## src/rtl/halflife_decay_counter.sv

```systemverilog
// Up/down/load counter with a periodic half-life decay mode.
// A prescaler paces the halvings; halvings counts them since the last load.
module halflife_decay_counter #(
    parameter int unsigned WIDTH    = 8,
    parameter int unsigned PERIOD   = 16,
    parameter bit          SATURATE = 1'b1
) (
    input  logic                       clk,
    input  logic                       rst,
    input  logic                       en,
    input  logic                       load,
    input  logic                       up,
    input  logic                       down,
    input  logic                       decay_en,
    input  logic [WIDTH-1:0]           in,
    output logic [WIDTH-1:0]           out,
    output logic                       zero,
    output logic                       full,
    output logic                       halved,
    output logic [$clog2(WIDTH+1)-1:0] halvings
);

    localparam int unsigned PW = (PERIOD > 1) ? $clog2(PERIOD) : 1;
    localparam int unsigned HW = $clog2(WIDTH + 1);

    localparam logic [WIDTH-1:0] MaxVal  = {WIDTH{1'b1}};
    localparam logic [PW-1:0]    LastCnt = PW'(PERIOD - 1);

    logic [WIDTH-1:0] out_q, out_d;
    logic [PW-1:0]    pcnt_q, pcnt_d;
    logic [HW-1:0]    hv_q, hv_d;
    logic             halved_q, halved_d;
    logic             tick;

    assign tick = en && decay_en && (pcnt_q == LastCnt);

    always_comb begin
        out_d    = out_q;
        pcnt_d   = pcnt_q;
        hv_d     = hv_q;
        halved_d = 1'b0;

        if (en) begin
            // Prescaler runs independently of the counter priority; only load clears it early.
            if (!decay_en || tick) begin
                pcnt_d = '0;
            end else begin
                pcnt_d = pcnt_q + PW'(1);
            end

            if (load) begin
                out_d  = in;
                hv_d   = '0;
                pcnt_d = '0;
            end else if (up && !down) begin
                if (!(SATURATE && (out_q == MaxVal))) begin
                    out_d = out_q + WIDTH'(1);
                end
            end else if (down && !up) begin
                if (!(SATURATE && (out_q == '0))) begin
                    out_d = out_q - WIDTH'(1);
                end
            end else if (!up && !down && tick && (out_q != '0)) begin
                // up&&down holds and also swallows any coinciding tick.
                out_d    = out_q >> 1;
                hv_d     = hv_q + HW'(1);
                halved_d = 1'b1;
            end
        end
    end

    always_ff @(posedge clk or negedge rst) begin
        if (!rst) begin
            out_q    <= '0;
            pcnt_q   <= '0;
            hv_q     <= '0;
            halved_q <= 1'b0;
        end else begin
            out_q    <= out_d;
            pcnt_q   <= pcnt_d;
            hv_q     <= hv_d;
            halved_q <= halved_d;
        end
    end

    assign out      = out_q;
    assign halved   = halved_q;
    assign halvings = hv_q;
    assign zero     = (out_q == '0);
    assign full     = (out_q == MaxVal);

endmodule

```

## config.mk

```make
export PLATFORM = sky130hd
export DESIGN_NAME = halflife_decay_counter
export DESIGN_NICKNAME = d
export VERILOG_FILES = /design/src/rtl/halflife_decay_counter.sv
export SDC_FILE = /design/constraint.sdc
export NUM_CORES = 1
export LEC_CHECK = 0
export ABC_AREA = 0
export CORE_ASPECT_RATIO = 0.5
export CORE_MARGIN = 4
export CORE_UTILIZATION = 40
export DETAILED_ROUTE_END_ITERATION = 6
export PLACE_DENSITY = 0.67
export SLEW_MARGIN = 20
export SYNTH_ARGS = -nofsm -noshare
export SYNTH_HDL_FRONTEND = slang
export SYNTH_SLANG_ARGS = --single-unit
```

## constraint.sdc

```tcl
create_clock -name clk -period 5.4 [get_ports clk]
set_clock_uncertainty 0.15 [all_clocks]
set_input_delay 1.08 -clock clk [delete_from_list [all_inputs] [get_ports clk]]
set_output_delay 1.08 -clock clk [all_outputs]
set_load 0.005 [all_outputs]
```

======== Yosys cells after proc, flatten, opt, wreduce, memory -nomap -nowiden ========
Index checks and enable logic that the tools add are counted.
word-level totals
  register bits ........................... 17
  word-level logic and storage cells ...... 48
cells by class
  add/subtract/negate cells ............... 4
  eq/ne operators ......................... 6
  multiplexer cells ....................... 17
  reductions and logical operators ........ 17
operators with widths
  kind                                               count
  two-way mux 8 bit                                  6
  two-way mux 4 bit                                  6
  adder 4 x 1 -> 4 bit (second input constant)       2
  adder 8 x 1 -> 8 bit (second input constant)       1
  equality test 8 bit (second input constant)        1
  zero test 8 bit                                    1
  AND reduction 4 bit                                2
  nonzero test 8 bit                                 1
  subtractor 8 x 1 -> 8 bit (second input constant)  1
  logical AND 1 bit                                  7
  two-way mux 1 bit                                  5
  equality test 4 bit (second input constant)        1
  != test 2 bit (second input constant)              2
  != test 4 bit (second input constant)              1
  nonzero test 4 bit                                 1
  zero test 1 bit                                    3
  != test 3 bit (second input constant)              1
  nonzero test 2 bit                                 1
  logical OR 1 bit                                   1

======== Depth between registers and ports, before layout ========
Gate-level depths: netlist (run 1).
  word-level depth ........................ 9
  gate-level depth with buffers ........... 7

======== Worst setup path before layout (run 1) ========
Ideal clock, no wire load.
  kind .................................... input -> register
  start ................................... input port down
  end ..................................... register out_q[4] (netlist: out[4])
  library setup time ...................... 0.137 ns
  data arrival time ....................... 2.330 ns
  setup slack ............................. 2.783 ns
  stages .................................. 6
  buffers on the path ..................... 1
  cells stage by stage .................... buf_2 or2b_2 a21oi_2 nor3_2 a2111oi_0 nor3_1
between the ends
  longest elaborated chain between the ends .. 6
ends and longest elaborated chain
  element                          RTL line  source
  from (decl)                      13        input logic down,
  zero test 1 bit                  55, 63
  logical AND 1 bit (3 in series)  63        end else if (!up && !down && tick && (out_q != '0)) begin
  nonzero test 4 bit (no line)     -
  AND reduction 4 bit (no line)    -
  to (signal assigned)             79        out_q <= out_d;
  to (decl)                        29        logic [WIDTH-1:0] out_q, out_d;
Parallel ways exist; a longest one is shown, timed or not.
A chain may end at the register's enable or synchronous reset.

======== Worst setup path in the final report (run 1) ========
  start ................................... register out_q[0] (netlist: out[0])
  end ..................................... output port zero
between the ends
  longest elaborated chain between the ends .. 1
ends and longest elaborated chain
  element          RTL line  source
  zero test 8 bit  89        assign zero = (out_q == '0);
  to (decl)        17        output logic zero,
Every way passes these cells.

==> results.json, run 1 <==
{
  "outcome": "finished clean",
  "first_iter_violations": 85,
  "dp_hpwl_um": 2970,
  "hp-class": "register to register",
  "rsz0062_at_grt": "false",
  "ios": 30,
  "synthArstFlopShare_pct": 100,
  "antenna_found_initial": 0,
  "max_slew_margin_pct": 42.7,
  "power.total_uw": 438,
  "layout_setup_ws_ns": 1.92,
  "dieWidth_um": 96.0,
  "p_per_area_mw_per_mm2": 236,
  "gp_congestion": 0.870,
  "finalCritPeriodShare_pct": 64.5,
  "pwr-share-seq_pct": 41.8,
  "start_util_pct": 43.2,
  "clkPwrFrac_pct": 23.8,
  "placed_cells": 244,
  "min_period_ns": 3.48,
  "fmax_ghz": 0.287,
  "route.detailed.drc": 0,
  "gr-usage-all-layers_pct": 17.3,
  "post_cts_resized": 0,
  "yosys-top-cells-count": "dfrtp_1, nand2_1, nor2_1, o21ai_0, nand3_1",
  "switching_share_pct": 37.7,
  "fin_cells": 248,
  "clock_latency_ns": 0.26,
  "synth_cells": 177,
  "cts-root-buf": "clkbuf_8",
  "place_ws_ns": 1.74,
  "ant_nets": 0,
  "vias_per_cell": 5.89,
  "overflow": 0,
  "synth_enable_flop_cells": 0,
  "crit_required_ns": 4.17,
  "worstSetupStartpointType": "register",
  "cap_violations": 0,
  "synthesis.area_mm2": 0.00155,
  "ys_warn_count": 0,
  "p_switching_uw": 165,
  "tightest_slew_ns": 0.857,
  "grt_max_degree": 23,
  "cts_max_level": 1,
  "yosysSeqAreaShare_pct": 27.4,
  "synth_cell_type_count": 51,
  "n_antenna_cell": 0,
  "numCtsBuffers": 3,
  "nets": 218,
  "n_fill_cell": 345,
  "core.rowCount": 15,
  "path_clk_slew_ns": 0.08,
  "netlist.area_leader.share_pct": 27.4,
  "grt_pass1_vias": 1407,
  "finalSetupViolCount": 0,
  "worst-setup-path-type": "register to output port",
  "crit_fanout": 7,
  "worstPathArrival_ns": 2.25,
  "tritoncts": "yes",
  "postCtsSetupBuffers": 0,
  "yosys-top-cells-area": "dfrtp_1, ha_1, xnor2_1",
  "grt_pass1_wl_um": 6690,
  "power_leakage_nw": 0.683,
  "drive_gt1_share_pct": 9.64,
  "dr.pass1.iters": 5,
  "vias": 1461,
  "p_comb_share_pct": 34.5,
  "wl_per_cell_um": 16.3,
  "portBuffers": 29,
  "clockBufferDepth": 2,
  "ys.flop_type": "dfrtp_1",
  "ys_ff_latch": 17,
  "die_y_um": 52.0,
  "ir_worst_vdd_mv": 0.102,
  "yosysTopAreaCell": "dfrtp_1",
  "fp.dieArea_mm2": 0.00500,
  "cts_hold_repair.buffers": 0,
  "tns_ns": 0,
  "end_kind": "output port",
  "clkSinkCount": 17,
  "synthToLayoutAreaGrowth_pct": 19.9,
  "core_area_mm2": 0.00358,
  "avgSynthCellArea_um2": 8.76,
  "synth_most_common_cell": "dfrtp_1",
  "hold_viol": 0,
  "slew_viol_final": 0,
  "p_int_uw": 273,
  "syn-num-nets": 197,
  "wirelength_um": 4040
}
==> layer usage <==
metal  up-vias  routed length (um)  global-route usage [%]
li1        700                   -                       -
met1       707                1840                    22.8
met2        48                1940                    27.8
met3         6                 230                    4.34
met4         0                  33                    5.19
met5         -                   0                       0
==> per-stage QoR <==
stage / cell area, um^2 / utilization, % / hold WS, ns
2_1_floorplan: 1550 / - / 0.365
3_3_place_gp: 1810 / 50.5 / 0.408
3_5_place_dp: 1810 / 50.5 / 0.413
4_1_cts: 1860 / 51.9 / 0.426
5_1_grt: 1860 / 51.9 / 0.431
6_report: 1860 / 51.9 / 0.420
==> placed cells by master (no fill, tap or decap), types with 2 or more instances in the layout <==
master / netlist / layout
clkdlybuf4s50_1: 0 / 29
dfrtp_1: 17 / 17
nand2_1: 16 / 16
nor2_1: 11 / 11
o21ai_0: 11 / 11
nand3_1: 10 / 10
inv_1: 8 / 8
xnor2_1: 7 / 7
a211oi_1: 7 / 7
a21oi_1: 6 / 6
nor2b_1: 6 / 6
nor3_1: 6 / 6
and3_1: 5 / 5
ha_1: 5 / 5
o22ai_1: 4 / 4
o31ai_1: 4 / 4
a22oi_1: 4 / 4
a2111oi_0: 3 / 3
nor3b_1: 3 / 3
clkbuf_8: 1 / 3
and2_2: 2 / 2
nand4_1: 2 / 2
a311o_1: 2 / 2
mux2_2: 2 / 2
==> final cells by class <==
| class | count | area, um^2 | area share, % |
|---|---|---|---|
| Multi-Input combinational cell | 139 | 1000 | 53.8 |
| Sequential cell | 17 | 425 | 22.9 |
| Timing Repair Buffer | 29 | 290 | 15.6 |
| Tap cell | 51 | 63.8 | 3.43 |
| Clock buffer | 3 | 41.3 | 2.22 |
| Inverter | 8 | 30.0 | 1.62 |
| Clock inverter | 1 | 7.51 | 0.404 |
==> worst max-delay path: stages (launching register included) <==
cell and delay [ns]:
dfrtp_1 0.46, inv_1 0.17, ha_1 0.17, nor3b_2 0.46
and2_2 0.23, clkdlybuf4s50_1 0.49
==> logic make-up (layout without fill, tap and decap cells) <==
logic type               count (synthesis)  after routing  synth area share [%]
flip-flops                              17             17                  27.4
AO/OA/AOI/OAI                           52             52                  27.2
buffers and inverters                   21             41                  7.99
multiplexers                             2              2                  1.45
adder cells (fa/ha/maj)                  5              5                  4.04
XOR/XNOR                                 7              7                  3.95
AND/OR/NAND/NOR                         73             73                  27.9
==> power groups by stage <==
stage	clock [mW]	combinational [mW]	sequential [mW]
4_1_cts	0.106	0.152	0.182
5_1_grt	0.113	0.167	0.187
6_report	0.104	0.151	0.183
2_1_floorplan	0	0.119	0.162
3_5_place_dp	0	0.150	0.185
3_3_place_gp	0	0.149	0.184
==> final timing paths <==
path	start	end	slack (ns)	cells past startpoint
setup / recovery	out[0]	zero	1.92	5
hold / removal	pcnt_q[3]	pcnt_q[3]	0.42	1
setup reg to reg	out[0]	out[4]	2.89	7
hold reg to reg	pcnt_q[3]	pcnt_q[3]	0.42	1
max in group asynchronous	rst	out[1]	3.42	1
min in group asynchronous	rst	pcnt_q[3]	1.15	1
==> sequential cells by signal, summed over array words and instances, names as in the netlist <==
name / count
pcnt_q: 4
halved: 1
halvings: 4
out: 8
Power figures use the tool's default switching activity.
==> run 2, diff against run 1 <==
Settings changed: PLACE_DENSITY 0.67 to 0.7.
Clock period 5.4 ns to 2.96 ns, I/O delays scaled along.
==> run 2 against run 1 <==
- die area stayed put
- worst hold slack worse by 0.019 ns
- non-clock buffer count is 12 higher
- global-route usage hardly changed
- largest power group is now combinational cells
==> results.json, run 2 (synthesis gave the netlist of run 1 again) <==
{
  "cts_max_level": 1,
  "r2r_end": "out[6]",
  "layout_setup_ws_ns": 0.147,
  "dp_hpwl_um": 3020,
  "gp_congestion": 0.950,
  "nets": 230,
  "power_leakage_nw": 0.745,
  "worst-setup-path-type": "register to output port",
  "worstPathArrival_ns": 2.07,
  "place_ws_ns": 0.309,
  "wirelength_um": 3960,
  "clock_latency_ns": 0.26,
  "path_clk_slew_ns": 0.07,
  "n_fill_cell": 333,
  "placed_cell_area_mm2": 0.00190,
  "antenna_found_initial": 0,
  "crit_required_ns": 2.22,
  "overflow": 0,
  "ir_worst_vdd_mv": 0.159,
  "core.rowCount": 15,
  "finalSetupViolCount": 0,
  "dr.pass1.iters": 5,
  "r2r-start": "out[1]",
  "max_stage_delay_ns": 0.49,
  "p_per_area_mw_per_mm2": 421,
  "r2r_slack_ns": 0.54,
  "final_cell_mix": "clkdlybuf4s50_1, dfrtp_1, nand2_1",
  "min_period_ns": 2.81,
  "cts_hold_repair.buffers": 0,
  "finalCritPeriodShare_pct": 95.0,
  "end_kind": "output port",
  "cap_violations": 0,
  "ios": 30,
  "cp.depth": 5,
  "clockBufferDepth": 2,
  "path_delay_family": "buffers and inverters",
  "drive_gt1_share_pct": 14.4,
  "hold_viol": 0,
  "holdPathEnd": "pcnt_q[3]",
  "path_cells": "inv_1 > ha_1 > nor3b_4 > and2_2 > clkdlybuf4s50_1",
  "reg2reg_depth": 6,
  "route.detailed.drc": 0,
  "numCtsBuffers": 3,
  "tns_ns": 0,
  "max_slew_margin_pct": 46.7,
  "worst-path-buf-inv": 2,
  "wl_per_cell_um": 15.2,
  "clkSinkCount": 17,
  "core_area_mm2": 0.00358,
  "tightest_slew_ns": 0.797,
  "first_iter_violations": 128,
  "fp.dieArea_mm2": 0.00500,
  "crit_fanout": 7,
  "vias_per_cell": 5.68,
  "vias": 1477,
  "hold_depth": 1,
  "final_area_mm2": 0.00195,
  "grt_max_degree": 22,
  "hold_start": "pcnt_q[3]",
  "start_util_pct": 43.2,
  "largest_reg_flops": 8,
  "crit_slowest_cell": "clkdlybuf4s50_1",
  "portBuffers": 29,
  "outcome": "finished clean",
  "synthToLayoutAreaGrowth_pct": 25.9,
  "postCtsSetupBuffers": 0,
  "cts-root-buf": "clkbuf_8",
  "worstSetupStartpointType": "register",
  "tritoncts": "yes",
  "gr-usage-all-layers_pct": 17.2,
  "grt_pass1_wl_um": 6530,
  "fmax_ghz": 0.355,
  "post_cts_resized": 0,
  "layout_commonest_cell": "clkdlybuf4s50_1",
  "n_antenna_cell": 0,
  "ant_nets": 0,
  "grt_pass1_vias": 1370,
  "hp-class": "register to register",
  "rsz0062_at_grt": "false",
  "slew_viol_final": 0,
  "dieWidth_um": 96.0,
  "die_y_um": 52.0
}
## run 2: changes by cell type in the layout (fill, tap and decap cells not counted), sizes merged
cell,previous run,this run
buf,0,12
clkbuf,3,4
clkinvlp,1,0
## run 2: final cells by class
type / instances / area (um^2) / area share, %
repair buffers: 41 / 380 / 19.5
inverters: 8 / 30.0 / 1.54
multi-input cells: 139 / 1010 / 51.6
flip-flops and latches: 17 / 425 / 21.8
clock buffers: 4 / 45.0 / 2.31
well taps: 51 / 63.8 / 3.27
## run 2: through the flow
stage | util [%] | power, mW | std cells | hold WS (ns)
2_1_floorplan | - | 0.513 | 177 | 0.146
4_1_cts | 54.3 | 0.823 | 260 | 0.410
3_3_place_gp | 53.0 | 0.637 | 256 | 0.389
5_1_grt | 54.5 | 0.881 | 260 | 0.440
3_5_place_dp | 53.0 | 0.639 | 256 | 0.397
6_report | 54.5 | 0.821 | 260 | 0.401
## run 2: how the worst max path moves through the flow
stage / end / from
after floorplan: out[4] / out[0]
after global placement: out[6] / up
after detailed placement: halvings[3] / decay_en
after CTS: zero / out[1]
after global routing: zero / out[1]
final: zero / out[1]
## run 2: metal layers
metal	part of all wire, %	wire length [um]	global-route usage (%)	vias up
li1	-	-	-	723
met1	47	1870	22.9	697
met2	45	1770	26.7	50
met3	6.5	257	4.62	7
met4	1.6	63	6.37	0
met5	0	0	0	-
## run 2: report_power, final
group          switching (mW)  internal [mW]
clock                  0.0818         0.0957
sequential             0.0487          0.259
combinational           0.166          0.170
total                   0.296          0.525
==> run 3, diff against run 2 <==
Settings changed: CORE_MARGIN 4 to 5.
==> run 3 against run 2 <==
- sequential cell count unchanged
- critical path depth stayed put
- worst hold slack better by 0.011 ns
- sequential power increased by 4%
- combinational power shrank 6%
- non-clock buffer count is the same
==> results.json, run 3 (synthesis gave the netlist of run 1 again) <==
{
  "crit_required_ns": 2.22,
  "grt.met1_usage_pct": 19.4,
  "crit_slowest_cell": "clkdlybuf4s50_1",
  "worst-path-buf-inv": 2,
  "grt_util_met3_pct": 3.36,
  "layout_commonest_cell": "clkdlybuf4s50_1",
  "max_stage_delay_ns": 0.50,
  "fp.dieArea_mm2": 0.00530,
  "largest_reg_flops": 8,
  "gp_congestion": 0.899,
  "path_cells": "inv_1 > ha_1 > nor3b_4 > and2_2 > clkdlybuf4s50_1",
  "postCtsSetupBuffers": 0,
  "worst-setup-path-type": "register to output port",
  "hold_slack_ns": 0.412,
  "p_per_area_mw_per_mm2": 419,
  "drive_gt1_share_pct": 14.8,
  "slew_viol_final": 0,
  "hp-class": "register to register",
  "n_fill_cell": 364,
  "dp_hpwl_um": 3040,
  "gr-usage-all-layers_pct": 15.4,
  "cp-startpoint": "out[0]",
  "final_cell_mix": "clkdlybuf4s50_1, dfrtp_1, nand2_1",
  "max_slew_margin_pct": 44.9,
  "numCtsBuffers": 3,
  "cap_violations": 0,
  "dieWidth_um": 98.0,
  "tritoncts": "yes",
  "p_comb_share_pct": 38.7,
  "tns_ns": 0,
  "p_switching_uw": 303,
  "grt_busiest_layer": "met2",
  "ant_nets": 0,
  "path_clk_slew_ns": 0.08,
  "core.rowCount": 16,
  "rsz0062_at_grt": "false",
  "multi_input_area_mm2": 0.00101,
  "portBuffers": 29,
  "vias_per_cell": 5.66,
  "final_area_mm2": 0.00196,
  "synthToLayoutAreaGrowth_pct": 26.2,
  "wl_per_cell_um": 15.4,
  "die_y_um": 54.0,
  "crit_fanout": 7,
  "finalCritPeriodShare_pct": 97.9,
  "placed_cells": 259,
  "route.detailed.drc": 0,
  "end_kind": "output port",
  "start_util_pct": 40.5,
  "cts-root-buf": "clkbuf_8",
  "nets": 230,
  "hold_start": "pcnt_q[3]",
  "worstSetupStartpointType": "register",
  "clkPwrFrac_pct": 22.5,
  "clkSinkCount": 17,
  "wirelength_um": 4040,
  "placed_cell_area_mm2": 0.00190,
  "grt_max_degree": 22,
  "r2r-start": "out[0]",
  "power_leakage_nw": 0.748,
  "fin_cells": 263,
  "grt_pass1_vias": 1370,
  "hold_viol": 0,
  "n_antenna_cell": 0,
  "tightest_slew_ns": 0.824,
  "path_delay_family": "buffers and inverters",
  "pwr-share-seq_pct": 38.8,
  "core_area_mm2": 0.00382,
  "clockBufferDepth": 2,
  "overflow": 0,
  "p_int_uw": 517,
  "dr.pass1.iters": 5,
  "ir_worst_vdd_mv": 0.171,
  "clock_latency_ns": 0.26,
  "switching_share_pct": 37.0,
  "outcome": "finished clean",
  "antenna_found_initial": 0,
  "worstPathArrival_ns": 2.16,
  "min_period_ns": 2.90,
  "grt_pass1_wl_um": 6500,
  "vias": 1489,
  "seq_area_um2": 425,
  "grtUsageMet2_pct": 28.0,
  "fmax_ghz": 0.345,
  "first_iter_violations": 172,
  "cts_max_level": 1,
  "ios": 30,
  "cts_hold_repair.buffers": 0,
  "finalSetupViolCount": 0
}
## run 3: changes by cell type in the layout (fill, tap and decap cells not counted), sizes merged
cell	previous run	this run
clkbuf	4	3
clkinv	0	1
## run 3: worst paths after layout
| kind | endpoint | slack (ns) | cells past startpoint |
|---|---|---|---|
| setup / recovery | zero | 0.06 | 5 |
| hold / removal | pcnt_q[3] | 0.41 | 1 |
| setup reg to reg | out[4] | 0.40 | 8 |
| hold reg to reg | pcnt_q[3] | 0.41 | 1 |
| max in group asynchronous | out[2] | 1.50 | 1 |
| min in group asynchronous | out[7] | 0.65 | 1 |
## run 3: what timing repair did
item                                    in CTS  in global routing
endpoints found under the setup margin       1                  0
hold endpoints to repair                     0                  0
resized for setup                            1                  0
## run 3: final cells by class
cell class	instances	area share, %
Clock buffer	3	2.11
Tap cell	54	3.45
Inverter	8	1.53
Clock inverter	1	0.256
Sequential cell	17	21.7
Multi-Input combinational cell	139	51.5
Timing Repair Buffer	41	19.4
## run 3: layer usage
layer  share of wire (%)  up-vias
met1                  45      698
met2                  49       64
li1                    -      722
met5                   0        -
met3                 5.8        5
met4                0.67        0
## run 3: per-stage QoR
| stage | setup WS [ns] | util [%] | total power [mW] |
|---|---|---|---|
| 2_1_floorplan | 0.787 | - | 0.513 |
| 3_3_place_gp | 0.241 | 49.8 | 0.629 |
| 3_5_place_dp | 0.241 | 49.8 | 0.631 |
| 4_1_cts | 0.0567 | 51.2 | 0.821 |
| 5_1_grt | 0.0260 | 51.2 | 0.867 |
| 6_report | 0.0615 | 51.2 | 0.820 |
## run 3: power groups by stage
stage,Clock (mW),Combinational (mW),Sequential [mW]
after global placement,0,0.310,0.319
after global routing,0.196,0.346,0.325
after floorplan,0,0.218,0.295
after detailed placement,0,0.311,0.320
final,0.184,0.317,0.319
after CTS,0.187,0.317,0.317
